<file path="config.mk">
export PLATFORM = sky130hd
export DESIGN_NAME = fop_sequencer
export DESIGN_NICKNAME = d
export VERILOG_FILES = /design/src/rtl/fop_pkg.sv /design/src/rtl/fop_cnt.sv /design/src/rtl/fop_sequencer.sv
export SDC_FILE = /design/constraint.sdc
export NUM_CORES = 1
export LEC_CHECK = 0
export ABC_AREA = 1
export CORE_AREA = 2 2 57 80
export CTS_CLUSTER_DIAMETER = 80
export CTS_CLUSTER_SIZE = 24
export DETAILED_ROUTE_END_ITERATION = 10
export DIE_AREA = 0 0 59 82
export PLACE_DENSITY = 0.76
export SLEW_MARGIN = 20
export SYNTH_ARGS = -nofsm -noshare
export SYNTH_HDL_FRONTEND = slang
export SYNTH_SLANG_ARGS = --single-unit
export TNS_END_PERCENT = 100
</file>
<file path="constraint.sdc">
create_clock -name clk -period 2.7 [get_ports clk]
set_input_delay 0.54 -clock clk [delete_from_list [all_inputs] [get_ports clk]]
set_output_delay 0.54 -clock clk [all_outputs]
set_load 0.01 [all_outputs]
</file>
<file path="src/rtl/fop_pkg.sv">
// rtl/fop_pkg.sv - shared types and constants for the fop run sequencer (FOP_SEQ_WATCHDOG_EN adds S_ERR)
package fop_pkg;

    localparam int CNT_W            = 16;
    localparam int RESET_CYCLES_DEF = 1;
    localparam int WDOG_CYCLES_DEF  = 1000;

    typedef enum logic [2:0] {
        S_IDLE,
        S_RST,
        S_RUN,
        S_DONE
`ifdef FOP_SEQ_WATCHDOG_EN
        , S_ERR
`endif
    } state_e;

endpackage

</file>
<file path="src/rtl/fop_cnt.sv">
// rtl/fop_cnt.sv - loadable saturating up-counter with terminal-match flag
module fop_cnt
    import fop_pkg::*;
#(
    parameter int W = CNT_W
) (
    input  logic         clk,
    input  logic         reset,
    input  logic         load,
    input  logic [W-1:0] load_val,
    input  logic         inc,
    input  logic [W-1:0] target,
    output logic         match
);

    logic [W-1:0] count_q;
    logic [W-1:0] count_d;

    // load wins over increment; increment stops at all-ones so the count never wraps
    always_comb begin
        count_d = count_q;
        if (load) begin
            count_d = load_val;
        end else if (inc && (count_q != {W{1'b1}})) begin
            count_d = count_q + 1'b1;
        end
    end

    // count register
    always_ff @(posedge clk) begin
        if (reset) begin
            count_q <= '0;
        end else begin
            count_q <= count_d;
        end
    end

    assign match = (count_q == target);

endmodule

</file>
<file path="src/rtl/fop_sequencer.sv">
// rtl/fop_sequencer.sv - reset/enable run sequencer for a fop core; FOP_SEQ_WATCHDOG_EN enables the N=0 watchdog
module fop_sequencer
    import fop_pkg::*;
#(
    parameter int RESET_CYCLES = RESET_CYCLES_DEF,
    parameter int WDOG_CYCLES  = WDOG_CYCLES_DEF
) (
    input  logic        clk,
    input  logic        reset,
    input  logic        start,
    input  logic [15:0] run_cycles,
    input  logic        abort,
    input  logic        fop_done,
    output logic        fop_reset,
    output logic        fop_enable,
    output logic        busy,
    output logic        done,
    output logic        error
);

    localparam logic [CNT_W-1:0] RST_LEN = CNT_W'(RESET_CYCLES);
    localparam logic [CNT_W-1:0] ONE     = CNT_W'(1);

    state_e           state_q, state_d;
    logic [CNT_W-1:0] run_len_q, run_len_d;
    logic             fop_reset_q, fop_reset_d;
    logic             fop_enable_q, fop_enable_d;
    logic             busy_q, busy_d;
    logic             done_q, done_d;
    logic             error_d;

    logic             run_load, run_inc, run_match;
    logic [CNT_W-1:0] run_target;

    // one counter times the reset phase and then the run phase; both start at 1 on entry
    assign run_target = (state_q == S_RST) ? RST_LEN : run_len_q;

    fop_cnt #(.W(CNT_W)) u_run_cnt (
        .clk      (clk),
        .reset    (reset),
        .load     (run_load),
        .load_val (ONE),
        .inc      (run_inc),
        .target   (run_target),
        .match    (run_match)
    );

`ifdef FOP_SEQ_WATCHDOG_EN
    localparam logic [CNT_W-1:0] WD_LEN = CNT_W'(WDOG_CYCLES);

    logic wd_load, wd_inc, wd_match, error_q;

    fop_cnt #(.W(CNT_W)) u_wd_cnt (
        .clk      (clk),
        .reset    (reset),
        .load     (wd_load),
        .load_val (ONE),
        .inc      (wd_inc),
        .target   (WD_LEN),
        .match    (wd_match)
    );
`else
    logic unused_wdog;
    assign unused_wdog = ^(32'(WDOG_CYCLES));
`endif

    // next-state, counter control and output decode; abort outranks fop_done, which outranks count/watchdog
    always_comb begin
        state_d   = state_q;
        run_len_d = run_len_q;
        run_load  = 1'b0;
        run_inc   = 1'b0;
`ifdef FOP_SEQ_WATCHDOG_EN
        wd_load   = 1'b0;
        wd_inc    = 1'b0;
`endif
        case (state_q)
            S_IDLE: begin
                if (start) begin
                    state_d   = S_RST;
                    run_len_d = run_cycles;
                    run_load  = 1'b1;
                end
            end
            S_RST: begin
                if (abort) begin
                    state_d = S_IDLE;
                end else if (run_match) begin
                    state_d  = S_RUN;
                    run_load = 1'b1;
`ifdef FOP_SEQ_WATCHDOG_EN
                    wd_load  = 1'b1;
`endif
                end else begin
                    run_inc = 1'b1;
                end
            end
            S_RUN: begin
                if (abort) begin
                    state_d = S_IDLE;
                end else if (fop_done || ((run_len_q != '0) && run_match)) begin
                    state_d = S_DONE;
`ifdef FOP_SEQ_WATCHDOG_EN
                end else if ((run_len_q == '0) && wd_match) begin
                    state_d = S_ERR;
`endif
                end else begin
                    run_inc = 1'b1;
`ifdef FOP_SEQ_WATCHDOG_EN
                    wd_inc  = 1'b1;
`endif
                end
            end
            default: state_d = S_IDLE;
        endcase

        fop_reset_d  = (state_d == S_RST);
        fop_enable_d = (state_d == S_RUN);
        busy_d       = (state_d == S_RST) || (state_d == S_RUN);
        done_d       = (state_d == S_DONE);
`ifdef FOP_SEQ_WATCHDOG_EN
        error_d      = (state_d == S_ERR);
`else
        error_d      = 1'b0;
`endif
    end

    // state, latched run length and registered outputs
    always_ff @(posedge clk) begin
        if (reset) begin
            state_q      <= S_IDLE;
            run_len_q    <= '0;
            fop_reset_q  <= 1'b0;
            fop_enable_q <= 1'b0;
            busy_q       <= 1'b0;
            done_q       <= 1'b0;
`ifdef FOP_SEQ_WATCHDOG_EN
            error_q      <= 1'b0;
`endif
        end else begin
            state_q      <= state_d;
            run_len_q    <= run_len_d;
            fop_reset_q  <= fop_reset_d;
            fop_enable_q <= fop_enable_d;
            busy_q       <= busy_d;
            done_q       <= done_d;
`ifdef FOP_SEQ_WATCHDOG_EN
            error_q      <= error_d;
`endif
        end
    end

    assign fop_reset  = fop_reset_q;
    assign fop_enable = fop_enable_q;
    assign busy       = busy_q;
    assign done       = done_q;
`ifdef FOP_SEQ_WATCHDOG_EN
    assign error      = error_q;
`else
    logic unused_error_d;
    assign unused_error_d = error_d;
    assign error          = 1'b0;
`endif

endmodule

</file>
Word-level counts from Yosys, hierarchy flattened
Index checks and enable logic that the tools add are counted.
Word-level totals
  register bits: 39
  bits in latches: 0
  memory bits (writable): 0
  bits in read-only memories: 0
  output and inout bits: 5
  logic and storage cells: 43
  memories: 0
Operators by class
  $add $sub $neg: 1
  $mul: 0
  div/mod/pow operators: 0
  order comparisons: 0
  eq/ne operators: 7
  shifts and indexed selects: 0
  muxes and demuxes: 18
  bitwise gates (word level): 0
  reduce and logical (&&, ||, !) cells: 9
Operator list (count)
  adder 16 x 1 -> 16 bit (second input constant): 1
  equality test 16 bit: 1
  two-way mux 16 bit: 1
  inequality test 16 bit (second input constant): 1
  nonzero test 16 bit: 1
  two-way mux 3 bit: 5
  equality test 3 x 2 -> 1 bit (second input constant): 3
  two-way mux 1 bit: 9
  case mux 3 bit (3 select lines): 1
  equality test 3 x 1 -> 1 bit (second input constant): 2
  case mux 1 bit (2 select lines): 2
  zero test 3 bit: 1
  logical AND 1 bit: 2
  logical OR 1 bit: 2
  AND reduction 2 bit: 1
  nonzero test 2 bit: 1
  OR reduction 2 bit: 1

Logic depth before layout (Yosys ltp)
Gate-level depths: netlist of run 1.
  word-level depth: 11
  mapped depth: 16
  depth with buffers taken out: 16

By module
Synthesis of run 1 repeated with hierarchy kept, for this count alone.
Second synthesis, totals
  cells, all modules: 369
  area, all modules: 2524.9 um2
By module, submodules not included
  fop_cnt: times used 1, cells an instance 228, area an instance 1373.8 um2, seq. area each 320.3 um2
  fop_sequencer: times used 1, cells an instance 141, area an instance 1151.1 um2, seq. area each 460.4 um2

Worst setup path after synthesis of run 1
Ideal clock, no wire load.
  path type: flip-flop to flip-flop
  start point: reg u_run_cnt.count_q[0]
  end point: reg u_run_cnt.count_q[11]
  library setup time: 0.114 ns
  data arrival time: 1.750 ns
  setup slack: 0.835 ns
  stages on the path, launching flop included: 9
  path buffers: 1
  path through: dfxtp_1 > ha_1 > nand2_1 > nor3_2 > nand3_1 > nand3b_2 > clkbuf_1 > nand3_1 > a21oi_2
On the way
  longest elaborated chain between the ends: 7
  elaborated cells between the ends (all ways): 15
  those cells by class: add/sub (1); eq/ne (2); mux (8); reduce/logical (4)
Ends and longest elaborated chain
  start, declared: line fop_cnt.sv:16  | logic [W-1:0] count_q;
  start signal, assigned: line fop_cnt.sv:34  | count_q <= count_d;
  equality test 16 bit: line fop_cnt.sv:38  | assign match = (count_q == target);
  logical AND 1 bit: line fop_sequencer.sv:101  | end else if (fop_done || ((run_len_q != '0) && run_match)) begin
  logical OR 1 bit: line fop_sequencer.sv:101
  two-way mux 1 bit: line fop_sequencer.sv:101
  two-way mux 1 bit: line fop_sequencer.sv:99  | if (abort) begin
  case mux 1 bit (2 select lines): line fop_sequencer.sv:77  | case (state_q)
  logical AND 1 bit: line fop_cnt.sv:24  | end else if (inc && (count_q != {W{1'b1}})) begin
Parallel ways exist; a longest one is shown, timed or not.
A chain may end at the register's enable or synchronous reset.

Final worst setup path of run 1
  start point: reg state_q[2]
  end point: reg u_run_cnt.count_q[0]
On the way
  longest elaborated chain between the ends: 10
  elaborated cells between the ends (all ways): 18
  those cells by class: eq/ne (3); mux (10); reduce/logical (5)
Ends and longest elaborated chain
  start, declared: line fop_sequencer.sv:24  | state_e state_q, state_d;
  start signal, assigned: line fop_sequencer.sv:141  | state_q <= state_d;
  equality test 3 x 1 -> 1 bit: line fop_sequencer.sv:36, fop_sequencer.sv:77
  two-way mux 16 bit: line fop_sequencer.sv:36  | assign run_target = (state_q == S_RST) ? RST_LEN : run_len_q;
  equality test 16 bit: line fop_cnt.sv:38
  logical AND 1 bit: line fop_sequencer.sv:101
  logical OR 1 bit: line fop_sequencer.sv:101
  two-way mux 1 bit: line fop_sequencer.sv:101
  two-way mux 1 bit: line fop_sequencer.sv:99
  case mux 1 bit (2 select lines): line fop_sequencer.sv:77
  logical AND 1 bit: line fop_cnt.sv:24
  nonzero test 2 bit (no line)
Parallel ways exist; a longest one is shown, timed or not.

==> results of run 1 <==
==> flip-flops by register name, indices dropped and copies added, names as in the netlist <==
signal and count:
busy 1, done 1, fop_enable 1, fop_reset 1, run_len_q 16, state_q 3
u_run_cnt.count_q 16
==> layout by cell type (no fill, tap or decap), drive strengths merged <==
cell           synthesis  final
xor2                  11     11
nand2                 95     95
a21oi                 18     18
a31oi                  1      1
clkdlybuf4s50          0     24
o211ai                 1      1
clkinvlp               0      1
buf                    7      5
inv                   26     26
ha                     1      1
dfxtp                 39     39
o21ai                 16     16
nand3b                 2      2
nor3                   7      7
nor2                  51     51
nand3                 39     39
o22ai                  1      1
nor4                   5      5
nand4                  5      5
clkbuf                 4      7
conb                   1      2
==> per-stage QoR <==
stage	utilization [%]	total power [mW]	setup WS [ns]	hold slack, ns	area (sq um)
global placement	59.1	0.786	0.602	0.486	2440
global route	61.6	1.27	0.210	0.538	2550
detailed placement	59.1	0.790	0.509	0.497	2440
finish	61.6	1.21	0.465	0.505	2550
CTS	61.6	1.22	0.482	0.508	2550
floorplan	-	0.736	0.835	0.451	2200
==> tightest hold or removal path, delay by kind of cell (launching register included) <==
family                 cells  cell delay, ns
AOI/OAI and AO/OA          1            0.06
DFF                        1            0.31
buffers and inverters      1            0.09
==> worst paths after layout <==
kind	end	startpoint
max	u_run_cnt.count_q[0]	state_q[2]
min	run_len_q[0]	run_len_q[0]
max reg2reg	u_run_cnt.count_q[0]	state_q[2]
min reg2reg	run_len_q[0]	run_len_q[0]
==> final cells by class <==
type	instances	area, sq um
Multi-Input combinational cell	255	1230
Timing Repair Buffer	29	278
Clock buffer	7	96.3
Sequential cell	39	781
Fill cell	399	1590
Tap cell	45	56.3
Inverter	26	97.6
Clock inverter	1	7.51
==> power by group <==
| group | switching, mW | internal, mW |
|---|---|---|
| Sequential | 0.0202 | 0.596 |
| Combinational | 0.0853 | 0.0758 |
| Clock | 0.204 | 0.232 |
==> cell families after synthesis <==
kind of cell / share of synthesized area (%)
buf+inv: 8.45
flops: 35.6
other cells: 0.171
simple gates: 41.3
compound gates: 9.53
fa+ha+maj: 0.571
xor+xnor: 4.39
==> per-layer routing <==
metal | track usage, % | vias up
met5 | 0 | -
met1 | 26.4 | 980
met3 | 4.25 | 8
met2 | 39.6 | 46
li1 | - | 1122
met4 | 7.05 | 0
==> summary.md, run 1 <==
| Metric | Value |
|---|---|
| Total track usage | 22.2% |
| Area share of the largest cell type after synthesis | 35.6% |
| Critical Path AT | 2.41 ns |
| Post-Synthesis Cells | 330 |
| Synthesis-stage register bit count | 39 |
| Via count | 2,156 |
| Slowest CP cell | nand2_2 |
| Clk_lat worst skew | 0.29 ns |
| Worst setup EP type | register |
| Achievable Freq | 447 MHz |
| I/O pin total | 26 |
| Global-route wire length before repair | 8.36 mm |
| Hold Crit Depth | 2 |
| Most common cell on crit path | nand2_1 |
| Family with the most delay on the worst path | simple AND/OR/NAND/NOR gates |
| Power per cell area | 476 nW/um^2 |
| Yosys cell types | 29 |
| Initial antenna violation count | 0 |
| Fin crit period | 2.24 ns |
| WL met3 | 161 microns |
| Req. time, crit path | 2.88 ns |
| Top FF cell, synth | dfxtp_1 |
| Reg2Reg Setup Slack | 0.46 ns |
| Number of port buffers | 24 |
| Asr flop ratio synth | 0% |
| R2R depth | 15 |
| WL/cell | 11.9 microns |
| Die area | 4840 sq um |
| Deepest clock path buffer count | 2 |
| Seq/Total Area, Yosys | 35.6% |
| Worst hold path class | reg -> reg |
| EDFF count, synth | 0 |
| Largest net degree at the start of global routing | 34 |
| Synth warn | 0 |
| Core ar. | 4130 sq um |
| Detailed Place HPWL | 3.61 mm |
| ANT nets after route | 0 |
| Max-slew headroom | 62.1% |
| Cell Area, Synth | 2190 sq um |
| CTS H-Tree Depth | 2 |
| Via/cell ratio | 5.36 |
| Status | complete, no violations |
| Die width | 59 microns |
| Unrepaired setup endpoints after global routing | false |
| Synth cell count leaders | nand2_1, nor2_1, dfxtp_1 |
| Clk sink count | 39 |
| Worst path buffer plus inverter count | 0 |
| Post-CTS setup buffers | 0 |
| Top-count cell post-synth | nand2_1 |
| Nets@finish | 378 |
| CTS tree | yes |
| Hold buffer count at CTS | 0 |
| Worst path max stage delay | 0.39 ns |
| Gpl congestion | 0.807 |
| PostCTS Resize Cnt | 0 |
| DR top layer | met4 |
| Residual DRC | 0 |
| GRT Residual Overflow | 0 |
| Final setup fails | 0 |
| Critical path, cell by cell | nor2_2 > nand2_2 > nand2_1 > nand2_1 > nand2_1 > nor2_1 > nand2_1 > nor2_2 > nand3_2 > nand3_2 > nand2_4 > nand2_4 > nand2_1 > nand2_1 > a21oi_1 |
| Max Slew Vio Count | 0 |
| Ant. Diodes | 0 |
| Top cells by area, synth | dfxtp_1, nand2_1, nand3_1, nor2_1, inv_1 |
| WL met1 | 2.15 mm |
| Routed wire length | 4.79 mm |
| Worst-path clk slew | 0.07 ns |
| Critical Path Start Type | register |
| Synthesis-to-finish area growth | 16.2% |
| Leakage power total | 0.999 nW |
| WL met2 | 2.40 mm |
| Clock buffer count from CTS | 5 |
| Max IR drop VDD | 0.000319 V |
| Max-cap viol count | 0 |
| Root Driver | clkbuf_8 |
| Worst clock skew | 0.00545 ns |
| Initial Util | 53.0% |
| DP Cell Count | 394 |
| Vias in the first global route | 1,941 |
| Worst slew pin tran | 0.564 ns |
| DR iter-0 viols | 83 |
| Area leader, netlist | dfxtp_1 |
| Drt first pass iters | 6 |
| Hold Violations, Final | 0 |
| Crit Path Max Fanout | 33 |
| Syn Area/Cell | 6.64 sq um |
| Finished Layout Cells | 402 |
| Setup TNS | 0 ns |
| Kind of critical path | reg -> reg |
| Final worst path period share | 82.8% |
| Chip Height | 82 microns |
| Layout cells sized above 1 | 8.12% |
| Number of placement rows | 28 |
| WP depth | 15 |
Power figures use the tool's default switching activity.
==> inputs of run 2 (changes only) <==
==> constraint.sdc (replaced) <==
create_clock -name clk -period 2.3 [get_ports clk]
set_input_delay 0.46 -clock clk [delete_from_list [all_inputs] [get_ports clk]]
set_output_delay 0.46 -clock clk [all_outputs]
set_load 0.01 [all_outputs]
==> summary.md, run 2 (synthesis gave the netlist of run 1 again) <==
| Metric | Value |
|---|---|
| Clk_lat worst skew | 0.29 ns |
| Setup slack after layout | 0.233 ns |
| Vias in the first global route | 1,908 |
| Initial antenna violation count | 0 |
| Worst-path clk slew | 0.08 ns |
| Critical Path AT | 2.29 ns |
| Die area | 4840 sq um |
| Worst reg2reg endpoint | u_run_cnt.count_q[0] |
| Kind of critical path | reg -> reg |
| Most frequent cells in the layout | nand2_1, nor2_1, dfxtp_1, nand3_1, inv_1 |
| Routed wire length | 4.82 mm |
| Largest registers | run_len_q: 16 flops, u_run_cnt.count_q: 16 flops, state_q: 3 flops |
| Slowest CP cell | dfxtp_1 |
| Critical path, cell by cell | nor2_4 > nand2_4 > nand3_1 > nand2_1 > nor2_1 > nand2_1 > nor2_2 > nand2_1 > nand3_2 > nand2_4 > nand2_4 > nand3_1 > a21oi_1 |
| Util after Layout | 62.9% |
| Drt first pass iters | 5 |
| Initial Util | 53.0% |
| Max Slew Vio Count | 0 |
| Setup TNS | 0 ns |
| Nets@finish | 380 |
| FF-to-FF Start | state_q[2] |
| Ant. Diodes | 0 |
| Fin crit period | 2.07 ns |
| Most common cell after layout, fill and taps aside | nand2_1 |
| Clk sink count | 39 |
| Max-slew headroom | 63.3% |
| Die width | 59 microns |
| WHS | 0.498 ns |
| Post-CTS setup buffers | 0 |
| DR iter-0 viols | 78 |
| Synthesis-to-finish area growth | 18.7% |
| Critical Path Start Type | register |
| Max-cap viol count | 0 |
| Via count | 2,137 |
| Worst clock skew | 0.00479 ns |
| Global-route wire length before repair | 8.24 mm |
| Total track usage | 21.8% |
| Multi-input logic area | 1250 sq um |
| Number of port buffers | 24 |
| Gpl congestion | 0.820 |
| Layout cells sized above 1 | 8.64% |
| Deepest clock path buffer count | 2 |
| Critical Path Source | state_q[2] |
| Power per cell area | 580 nW/um^2 |
| GRT Residual Overflow | 0 |
| ANT nets after route | 0 |
| Largest net degree at the start of global routing | 34 |
| Crit Path Max Fanout | 19 |
| CTS tree | yes |
| Fillers | 384 |
| Residual DRC | 0 |
| Number of placement rows | 28 |
| Via/cell ratio | 5.29 |
| R2R depth | 13 |
| Worst setup EP type | register |
| Status | complete, no violations |
| Worst path max stage delay | 0.34 ns |
| Worst hold path class | reg -> reg |
| Crit path to | u_run_cnt.count_q[0] |
| Root Driver | clkbuf_8 |
| Detailed Place HPWL | 3.69 mm |
| Req. time, crit path | 2.52 ns |
| Core ar. | 4130 sq um |
| Leakage power total | 1.04 nW |
| Chip Height | 82 microns |
| I/O pin total | 26 |
| Dpl ws | 0.109 ns |
| Hold Violations, Final | 0 |
| WL/cell | 11.9 microns |
| Total Power | 1.51 mW |
| Storage element area | 781 sq um |
| Max IR drop VDD | 0.000444 V |
| CTS H-Tree Depth | 2 |
| Reg2Reg Setup Slack | 0.23 ns |
| Final worst path period share | 89.9% |
| Clock buffer count from CTS | 5 |
| Final setup fails | 0 |
| Worst slew pin tran | 0.545 ns |
| Achievable Freq | 484 MHz |
==> run 2: cell count changes in the layout (fill, tap and decap cells not counted), sizes merged <==
cell	before	now
clkinvlp	1	0
buf	5	6
nand2	95	96
bufinv	0	1
clkbuf	7	6
clkinv	0	1
==> run 2: worst max-delay path, delay by kind of cell, from the launching register on <==
| kind | cells | cell delay, ns |
|---|---|---|
| simple gates | 12 | 1.49 |
| flops | 1 | 0.34 |
| compound gates | 1 | 0.15 |
==> run 2: routing by layer <==
layer | wire length (microns) | track usage [%] | up-vias
met1 | 2140 | 26.0 | 964
met3 | 168 | 3.78 | 7
met4 | 90 | 7.50 | 0
met2 | 2420 | 38.6 | 46
met5 | 0 | 0 | -
li1 | - | - | 1120
==> run 2: worst min path at each step <==
stage          slack [ns]                     to                  start  depth (start not counted)
5_1_grt              0.53  u_run_cnt.count_q[15]  u_run_cnt.count_q[15]                          2
3_3_place_gp         0.49  u_run_cnt.count_q[12]  u_run_cnt.count_q[12]                          2
2_1_floorplan        0.45  u_run_cnt.count_q[15]  u_run_cnt.count_q[15]                          2
3_5_place_dp         0.49  u_run_cnt.count_q[12]  u_run_cnt.count_q[12]                          2
6_report             0.50  u_run_cnt.count_q[12]  u_run_cnt.count_q[12]                          2
4_1_cts              0.50  u_run_cnt.count_q[12]  u_run_cnt.count_q[12]                          2
==> run 2: report_power, final <==
part	switching (mW)	internal (mW)
Clock	0.238	0.351
Combinational	0.102	0.0920
Sequential	0.0262	0.700
==> run 2: area by class of cell <==
type | instances | share of cell area [%]
Tap cell | 45 | 2.16
Multi-Input combinational cell | 256 | 48.1
Clock inverter | 2 | 1.35
Clock buffer | 6 | 3.17
Inverter | 26 | 3.75
Sequential cell | 39 | 30.0
Timing Repair Buffer | 30 | 11.4
==> run 2: per-stage QoR <==
step | instance area, sq um | cells
4_1_cts | 2580 | 403
3_5_place_dp | 2460 | 395
2_1_floorplan | 2200 | 331
3_3_place_gp | 2460 | 395
5_1_grt | 2600 | 404
6_report | 2600 | 404
==> run 2: repair_timing <==
action / in CTS / in global routing
hold buffers: 0 / 0
gates resized for setup: 0 / 3
endpoints found under the setup margin: 0 / 19
==> inputs of run 3 (changes only) <==
--- a/config.mk
+++ b/config.mk
@@ -6,12 +6,12 @@
 export NUM_CORES = 1
 export LEC_CHECK = 0
 export ABC_AREA = 1
-export CORE_AREA = 2 2 57 80
+export CORE_AREA = 10 10 87 66
 export CTS_CLUSTER_DIAMETER = 80
 export CTS_CLUSTER_SIZE = 24
 export DETAILED_ROUTE_END_ITERATION = 10
-export DIE_AREA = 0 0 59 82
-export PLACE_DENSITY = 0.76
+export DIE_AREA = 0 0 97 76
+export PLACE_DENSITY = 0.77
 export SLEW_MARGIN = 20
 export SYNTH_ARGS = -nofsm -noshare
 export SYNTH_HDL_FRONTEND = slang
==> summary.md, run 3 (synthesis gave the netlist of run 1 again) <==
| Metric | Value |
|---|---|
| Status | complete, no violations |
| WL met1 | 2.69 mm |
| Number of placement rows | 20 |
| Fin crit period | 2.01 ns |
| Worst clock skew | 0.00641 ns |
| Ant. Diodes | 0 |
| Worst hold path class | reg -> reg |
| Achievable Freq | 496 MHz |
| Deepest clock path buffer count | 2 |
| Max Slew Vio Count | 0 |
| Most common cell after layout, fill and taps aside | nand2_1 |
| PostCTS Resize Cnt | 0 |
| Worst-path clk slew | 0.08 ns |
| Hold buffer count at CTS | 0 |
| Max-slew headroom | 66.2% |
| Vias in the first global route | 1,924 |
| Gpl congestion | 0.868 |
| Number of port buffers | 24 |
| Crit Path Max Fanout | 33 |
| Worst setup EP type | register |
| Initial antenna violation count | 0 |
| Worst slew pin tran | 0.503 ns |
| Most common cell on crit path | nand2_1 |
| Clk sink count | 39 |
| Initial Util | 52.5% |
| WHS | 0.513 ns |
| Core ar. | 4180 sq um |
| Root Driver | clkbuf_8 |
| Die width | 97 microns |
| Storage element area | 781 sq um |
| Multi-input logic area | 1250 sq um |
| Die area | 7370 sq um |
| Critical Path AT | 2.23 ns |
| Slowest CP cell | dfxtp_1 |
| Critical Path Start Type | register |
| Routed wire length | 5.29 mm |
| I/O pin total | 26 |
| Post-CTS setup buffers | 0 |
| CTS tree | yes |
| Req. time, crit path | 2.52 ns |
| WL/cell | 12.8 microns |
| Largest net degree at the start of global routing | 34 |
| Layout cells sized above 1 | 8.38% |
| GRT Residual Overflow | 0 |
| Max IR drop VDD | 0.000452 V |
| Critical path, cell by cell | nor2_4 > nand2_8 > nand3_1 > nand2_1 > nor2_1 > nand2_1 > nor2_2 > nand2_1 > nand3_2 > nand2_4 > nand2_4 > nand3_1 > a21oi_1 |
| DR iter-0 viols | 193 |
| DR top layer | met4 |
| Residual DRC | 0 |
| Via count | 2,165 |
| Final worst path period share | 87.6% |
| Drt first pass iters | 5 |
| Most frequent cells in the layout | nand2_1, nor2_1, dfxtp_1, nand3_1, inv_1 |
| Via/cell ratio | 5.24 |
| WL met2 | 2.13 mm |
| Largest registers | run_len_q: 16 flops, u_run_cnt.count_q: 16 flops, state_q: 3 flops |
| Power per cell area | 576 nW/um^2 |
| Hold Violations, Final | 0 |
| Detailed Place HPWL | 4.11 mm |
| Total Power | 1.51 mW |
| Max-cap viol count | 0 |
| Chip Height | 76 microns |
| Leakage power total | 1.02 nW |
| Total track usage | 14.2% |
| Family with the most delay on the worst path | simple AND/OR/NAND/NOR gates |
| Nets@finish | 379 |
| Synthesis-to-finish area growth | 19.1% |
| Worst path max stage delay | 0.34 ns |
| Clk_lat worst skew | 0.28 ns |
| Kind of critical path | reg -> reg |
| Clock buffer count from CTS | 5 |
| Worst path buffer plus inverter count | 0 |
| Global-route wire length before repair | 9.25 mm |
| Fillers | 386 |
| Final setup fails | 0 |
| CTS H-Tree Depth | 2 |
| WL met3 | 428 microns |
| ANT nets after route | 0 |
-- run 3: stage by stage --
step                util [%]  area, sq um  std cells  TNS (ns)  setup WS (ns)
floorplan                  -         2200        331         0          0.435
global placement        59.2         2470        405         0          0.236
detailed placement      59.2         2470        405         0          0.132
CTS                     62.0         2590        413         0          0.123
global route            62.5         2610        413   -0.0127       -0.00650
finish                  62.5         2610        413         0          0.285
-- run 3: worst reg2reg max path, delay by kind of cell, from the launching register on --
kind / cells / cell delay (ns)
flip-flops: 1 / 0.34
AND/OR/NAND/NOR: 12 / 1.47
AO/OA/AOI/OAI: 1 / 0.14
-- run 3: power breakdown --
part / switching (mW) / leakage (nW) / internal [mW]
clock: 0.233 / 0.0612 / 0.351
sequential: 0.0284 / 0.318 / 0.700
combinational: 0.100 / 0.642 / 0.0933
-- run 3: path summary, 6_finish.rpt --
kind / from / slack (ns) / end / cells after the start
worst min register to register: u_run_cnt.count_q[12] / 0.51 / u_run_cnt.count_q[12] / 2
worst min-delay path: u_run_cnt.count_q[12] / 0.51 / u_run_cnt.count_q[12] / 2
worst max register to register: state_q[2] / 0.29 / u_run_cnt.count_q[0] / 13
worst max-delay path: state_q[2] / 0.29 / u_run_cnt.count_q[0] / 13
-- run 3: final cells by class --
class | count | share of cell area, %
Multi-Input combinational cell | 255 | 47.8
Sequential cell | 39 | 29.9
Timing Repair Buffer | 30 | 11.4
Inverter | 26 | 3.74
Clock buffer | 6 | 3.16
Tap cell | 55 | 2.64
Clock inverter | 2 | 1.34
-- run 3: layer usage --
layer	global-route usage (%)	up-vias
met3	4.08	6
met4	1.32	0
met5	0	-
met2	20.7	76
li1	-	1128
met1	20.6	955
